--- src/rtl/hazard_pkg.sv ---
// Shared types and constants for the pipeline forwarding / hazard unit.
// Tracked destination addresses are stored zero-extended to HZ_RD_W bits so
// that one entry type serves every REG_ADDR_W up to that width.
package hazard_pkg;

    localparam int HZ_RD_W          = 8;
    localparam int ZERO_REG_DEFAULT = 31;
    localparam int X30              = 30;

    // One in-flight instruction past decode.
    typedef struct packed {
        logic               valid;
        logic [HZ_RD_W-1:0] rd;
        logic               wr;
        logic               load;
    } hz_entry_t;

endpackage

--- src/rtl/hazard_match.sv ---
// Per-source comparator and priority encoder over the tracked-stage array.
// Index 0 of entries is stage 1 (EX); the youngest (lowest) matching stage
// wins. load_hit flags that this youngest match is a load whose data is not
// yet forwardable (stage <= LOAD_LAT).
module hazard_match
    import hazard_pkg::*;
#(
    parameter int NUM_STAGES = 2,
    parameter int REG_ADDR_W = 5,
    parameter int LOAD_LAT   = 1,
    parameter int ZERO_REG   = ZERO_REG_DEFAULT,
    parameter int SEL_W      = $clog2(NUM_STAGES + 1)
) (
    input  hz_entry_t [NUM_STAGES-1:0] entries,
    input  logic      [REG_ADDR_W-1:0] src,
    output logic      [SEL_W-1:0]      sel,
    output logic                       load_hit
);

    logic [HZ_RD_W-1:0]    src_ext;
    logic                  src_is_zero;
    logic [NUM_STAGES-1:0] hit;

    assign src_ext     = HZ_RD_W'(src);
    assign src_is_zero = (src == REG_ADDR_W'(ZERO_REG));

    generate
        for (genvar gi = 0; gi < NUM_STAGES; gi++) begin : g_cmp
            assign hit[gi] = entries[gi].valid && entries[gi].wr &&
                             (entries[gi].rd == src_ext) && !src_is_zero;
        end
    endgenerate

    // Scan oldest to youngest so the youngest hit overwrites older ones.
    always_comb begin
        sel      = '0;
        load_hit = 1'b0;
        for (int k = NUM_STAGES - 1; k >= 0; k--) begin
            if (hit[k]) begin
                sel      = SEL_W'(k + 1);
                load_hit = entries[k].load && ((k + 1) <= LOAD_LAT);
            end
        end
    end

endmodule

--- src/rtl/pipe_hazard_unit.sv ---
// Forwarding and hazard-control unit: tracks destination registers of the
// NUM_STAGES instructions past decode and derives forward selects and the
// load-use stall. Optional performance counters (stall_count, fwd_count)
// are built when the macro HAZARD_PERF_EN is defined.
module pipe_hazard_unit
    import hazard_pkg::*;
#(
    parameter int REG_ADDR_W = 5,
    parameter int NUM_STAGES = 2,
    parameter int LOAD_LAT   = 1,
    parameter int ZERO_REG   = ZERO_REG_DEFAULT,
    localparam int SEL_W     = $clog2(NUM_STAGES + 1)
) (
    input  logic                  clk,
    input  logic                  rst,
    input  logic                  dec_valid,
    input  logic [REG_ADDR_W-1:0] dec_rn,
    input  logic [REG_ADDR_W-1:0] dec_rm,
    input  logic                  dec_rm_used,
    input  logic [REG_ADDR_W-1:0] dec_rd,
    input  logic                  dec_wr,
    input  logic                  dec_load,
    input  logic                  flush,
    output logic [SEL_W-1:0]      fwd_sel_a,
    output logic [SEL_W-1:0]      fwd_sel_b,
`ifdef HAZARD_PERF_EN
    output logic [31:0]           stall_count,
    output logic [31:0]           fwd_count,
`endif
    output logic                  stall
);

    hz_entry_t [NUM_STAGES-1:0] stage_reg;
    hz_entry_t                  dec_entry;

    logic [SEL_W-1:0] sel_a;
    logic [SEL_W-1:0] sel_b;
    logic             load_hit_a;
    logic             load_hit_b;
    logic             hazard;

    hazard_match #(
        .NUM_STAGES (NUM_STAGES),
        .REG_ADDR_W (REG_ADDR_W),
        .LOAD_LAT   (LOAD_LAT),
        .ZERO_REG   (ZERO_REG),
        .SEL_W      (SEL_W)
    ) u_match_rn (
        .entries  (stage_reg),
        .src      (dec_rn),
        .sel      (sel_a),
        .load_hit (load_hit_a)
    );

    hazard_match #(
        .NUM_STAGES (NUM_STAGES),
        .REG_ADDR_W (REG_ADDR_W),
        .LOAD_LAT   (LOAD_LAT),
        .ZERO_REG   (ZERO_REG),
        .SEL_W      (SEL_W)
    ) u_match_rm (
        .entries  (stage_reg),
        .src      (dec_rm),
        .sel      (sel_b),
        .load_hit (load_hit_b)
    );

    // Source A is always a register; source B only counts when it is used.
    assign hazard    = load_hit_a || (dec_rm_used && load_hit_b);
    assign stall     = hazard && dec_valid && !flush;
    assign fwd_sel_a = dec_valid ? sel_a : '0;
    assign fwd_sel_b = (dec_valid && dec_rm_used) ? sel_b : '0;

    // Entry entering stage 1: the decode instruction, or a bubble when
    // stalled, flushed or empty.
    always_comb begin
        dec_entry       = '0;
        dec_entry.valid = dec_valid && !stall && !flush;
        dec_entry.rd    = HZ_RD_W'(dec_rd);
        dec_entry.wr    = dec_wr;
        dec_entry.load  = dec_load;
    end

    // Stage 1 captures the decode entry.
    always_ff @(posedge clk or posedge rst) begin
        if (rst) begin
            stage_reg[0] <= '0;
        end else begin
            stage_reg[0] <= dec_entry;
        end
    end

    generate
        for (genvar gi = 1; gi < NUM_STAGES; gi++) begin : g_shift
            // Older stages simply advance; the last entry falls off the end.
            always_ff @(posedge clk or posedge rst) begin
                if (rst) begin
                    stage_reg[gi] <= '0;
                end else begin
                    stage_reg[gi] <= stage_reg[gi-1];
                end
            end
        end
    endgenerate

`ifdef HAZARD_PERF_EN
    logic fwd_event;
    assign fwd_event = dec_valid && !stall && !flush &&
                       ((fwd_sel_a != '0) || (fwd_sel_b != '0));

    // Free-running, wrapping event counters.
    always_ff @(posedge clk or posedge rst) begin
        if (rst) begin
            stall_count <= '0;
            fwd_count   <= '0;
        end else begin
            if (stall) begin
                stall_count <= stall_count + 32'd1;
            end
            if (fwd_event) begin
                fwd_count <= fwd_count + 32'd1;
            end
        end
    end
`endif

endmodule
--- config.mk ---
export PLATFORM = sky130hd
export DESIGN_NAME = pipe_hazard_unit
export DESIGN_NICKNAME = d
export VERILOG_FILES = /design/src/rtl/hazard_pkg.sv /design/src/rtl/hazard_match.sv /design/src/rtl/pipe_hazard_unit.sv
export SDC_FILE = /design/constraint.sdc
export NUM_CORES = 1
export LEC_CHECK = 0
export BUFFER_PORTS_ARGS = -buffer_cell sky130_fd_sc_hd__buf_4
export CAP_MARGIN = 20
export CORE_MARGIN = 2
export CORE_UTILIZATION = 53
export CTS_BUF_LIST = sky130_fd_sc_hd__clkbuf_4 sky130_fd_sc_hd__clkbuf_8
export DETAILED_ROUTE_END_ITERATION = 8
export GPL_TIMING_DRIVEN = 0
export PLACE_DENSITY = 0.92
export SLEW_MARGIN = 20
export SYNTH_ARGS = -nofsm -noshare
export SYNTH_HDL_FRONTEND = slang
export SYNTH_SLANG_ARGS = --single-unit
--- constraint.sdc ---
create_clock -name clk -period 2.3 [get_ports clk]
set_input_delay 0.46 -clock clk [delete_from_list [all_inputs] [get_ports clk]]
set_output_delay 0.46 -clock clk [all_outputs]
set_load 0.01 [all_outputs]
==> flow_summary.ini <==
[timing]
slew_violations = 0
fin_skew_ns = 0.00222
setup_viol = 0
hold_viol_final = 0
layout_worst_path_cycle_share_pct = 94.5
rsz0062_at_grt = no
fmaxAchievable_mhz = 460
tightestPinTransition_ns = 0.513
slew_headroom_pct = 65.7
setup-tns-final_ns = 0
fin_crit_ns = 2.17

[grt]
grt_pass1_vias = 595
grt_antenna_before_repair = 0
overflow = 0
grt_pass1_wl_um = 2410
grt_max_degree = 16
grt_usage_pct = 22.7

[drt]
ant_nets = 0
via_per_inst = 5.33
vias = 586
first_iter_violations = 11
first_pass_iters = 3
routedWlPerCell_um = 14.8
finalWirelength_um = 1630
drc = 0

[finish]
layout-drive-gt1-share_pct = 34.7
final_common_cell = buf_4
largest_reg_flops = 15
mostFrequentLayoutCells = 26 x buf_4, 16 x xor2_1, 15 x dfrtp_1
final_nets = 118
areaGrowthSynthToFinish_pct = 33.2
antennaDiodeCount = 0

[yosys]
synth.area.top_cells = dfrtp_1 51%, xor2_1 19%, and4_1 2.4%, xnor2_1 2.4%, nand3_1 2.0%
synth_area_um2 = 736
ys_async_sr_fraction_pct = 100
synth_fp_nets = 87
yosys_warnings = 0
synthFlopType = dfrtp_1
synth.distinct_cells = 21
synth_edf_count = 0
post_synth.cell_area_avg_um2 = 11.3
ys_seq_area_share_pct = 51.0
ys_ff_latch = 15
netlist.area_leader.share_pct = 51.0
syn_inst = 65
yosys.area.top_type = dfrtp_1

[floorplan]
core_area_mm2 = 0.00130
ios = 27
rows = 13
fp.dieArea_mm2 = 0.00170
initial_core_util_pct = 56.5
die_height_um = 41.3
die_w_um = 41.3

[setup_path]
crit_path_max_incr_delay_ns = 0.43
cp-startpoint = stage_reg[3]$_DFF_PP0_
critPathMaxFanout = 4
end_kind = output port
cp-start-kind = flop
rrSetupSlack_ns = 0.85
r2r_start = stage_reg[3]$_DFF_PP0_
worst-setup-path-type = flop to output port
path_cells = xor2_1 > nor4_2 > nand3_1 > and4_2 > buf_4
critPathRequiredTime_ns = 1.84
arrival_ns = 1.71
crit_slowest_cell = dfrtp_1
critPathCapture = fwd_sel_b[1]
worstReg2RegEnd = stage_reg[10]$_DFF_PP0_
r2r_cells = 4

[cts]
numCtsBuffers = 3
ctsResizeCount = 0
cts_root_buf = clkbuf_4
cts-hold-fix-buffers = 0
cts_setup_buffers = 0
cts_sinks = 15
htree_levels = 1
clk_latency_ns = 0.27
clkSlewWorstSetupHoldPaths_ns = 0.08
cts_tree = yes
cts_buffer_depth = 2

[power]
p_leak_uw = 0.000489
power_density_mw_per_mm2 = 530
vdd_ir_drop_max_mv = 0.532
power_uw = 519

[run_status]
status = completed

[flow_run]
max_cap_violations = 0

[placement]
numPortBuffers = 26
place_hpwl_um = 1390
place.gp.congestion = 0.783

[min_path]
hold_path.class = primary input to async pin
[cells in the mapped netlist, types with 2 or more instances]
master   number
and4_1        2
dfrtp_1      15
nor2_1        3
xnor2_1       2
nand2_1       4
xor2_1       16
inv_1         4
nor4_1        2
nand4_1       2
nand3_1       3
and3_1        2
[kinds of logic (layout without fill, tap and decap cells)]
| group | Yosys count | count (layout) | share of synthesized area [%] |
|---|---|---|---|
| AOI/OAI and AO/OA | 4 | 4 | 5.61 |
| xor gates and xnor gates | 18 | 18 | 21.4 |
| buffers and inverters | 4 | 34 | 2.04 |
| DFF | 15 | 15 | 51.0 |
| and+or+nand+nor | 24 | 24 | 19.9 |
[layout make-up]
cell class	instances	area [um^2]
sequential	15	375
clock buffer	4	30.0
inverter	4	15.0
fill	96	322
multi-input combinational	46	345
tap	15	18.8
timing repair buffer	26	195
[worst max-delay path, delay by kind of cell, from the launching register on]
kind / cells / cell delay [ns]
buf+inv: 1 / 0.14
xor+xnor: 1 / 0.17
flops: 1 / 0.43
simple gates: 3 / 0.70
[routing by layer]
layer / up-vias / global-route usage (%) / wire length, um
li1: 286 / - / -
met2: 15 / 43.4 / 920
met1: 285 / 26.5 / 651
met5: - / 0 / 0
met4: 0 / 7.26 / 0
met3: 0 / 1.63 / 53
[how the worst min path moves through the flow]
stage                              end  slack [ns]  depth (start not counted)
2_1_floorplan  stage_reg[12]$_DFF_PP0_        0.35                          0
3_3_place_gp   stage_reg[12]$_DFF_PP0_        0.36                          0
3_5_place_dp   stage_reg[21]$_DFF_PP0_        0.36                          0
4_1_cts         stage_reg[1]$_DFF_PP0_        0.23                          2
5_1_grt        stage_reg[10]$_DFF_PP0_        0.28                          2
6_report       stage_reg[21]$_DFF_PP0_        0.22                          2
[metrics by stage]
step	instances	worst slack [ns]	hold slack [ns]	utilization (%)	area, um^2
final	110	0.127	0.220	75.3	980
after global routing	110	0.0268	0.277	75.3	980
after CTS	110	0.114	0.231	75.3	980
after detailed placement	106	0.256	0.360	73.0	950
after global placement	106	0.279	0.357	73.0	950
after floorplan	65	0.575	0.354	-	736
[where the power goes]
part | internal, uW | leakage (uW) | switching (uW) | total (uW)
logic | 44.3 | 0.000293 | 37.0 | 81.3
clock network | 78.8 | 0.0000184 | 69.0 | 148
registers | 277 | 0.000177 | 13.2 | 290
Power figures use the tool's default switching activity.
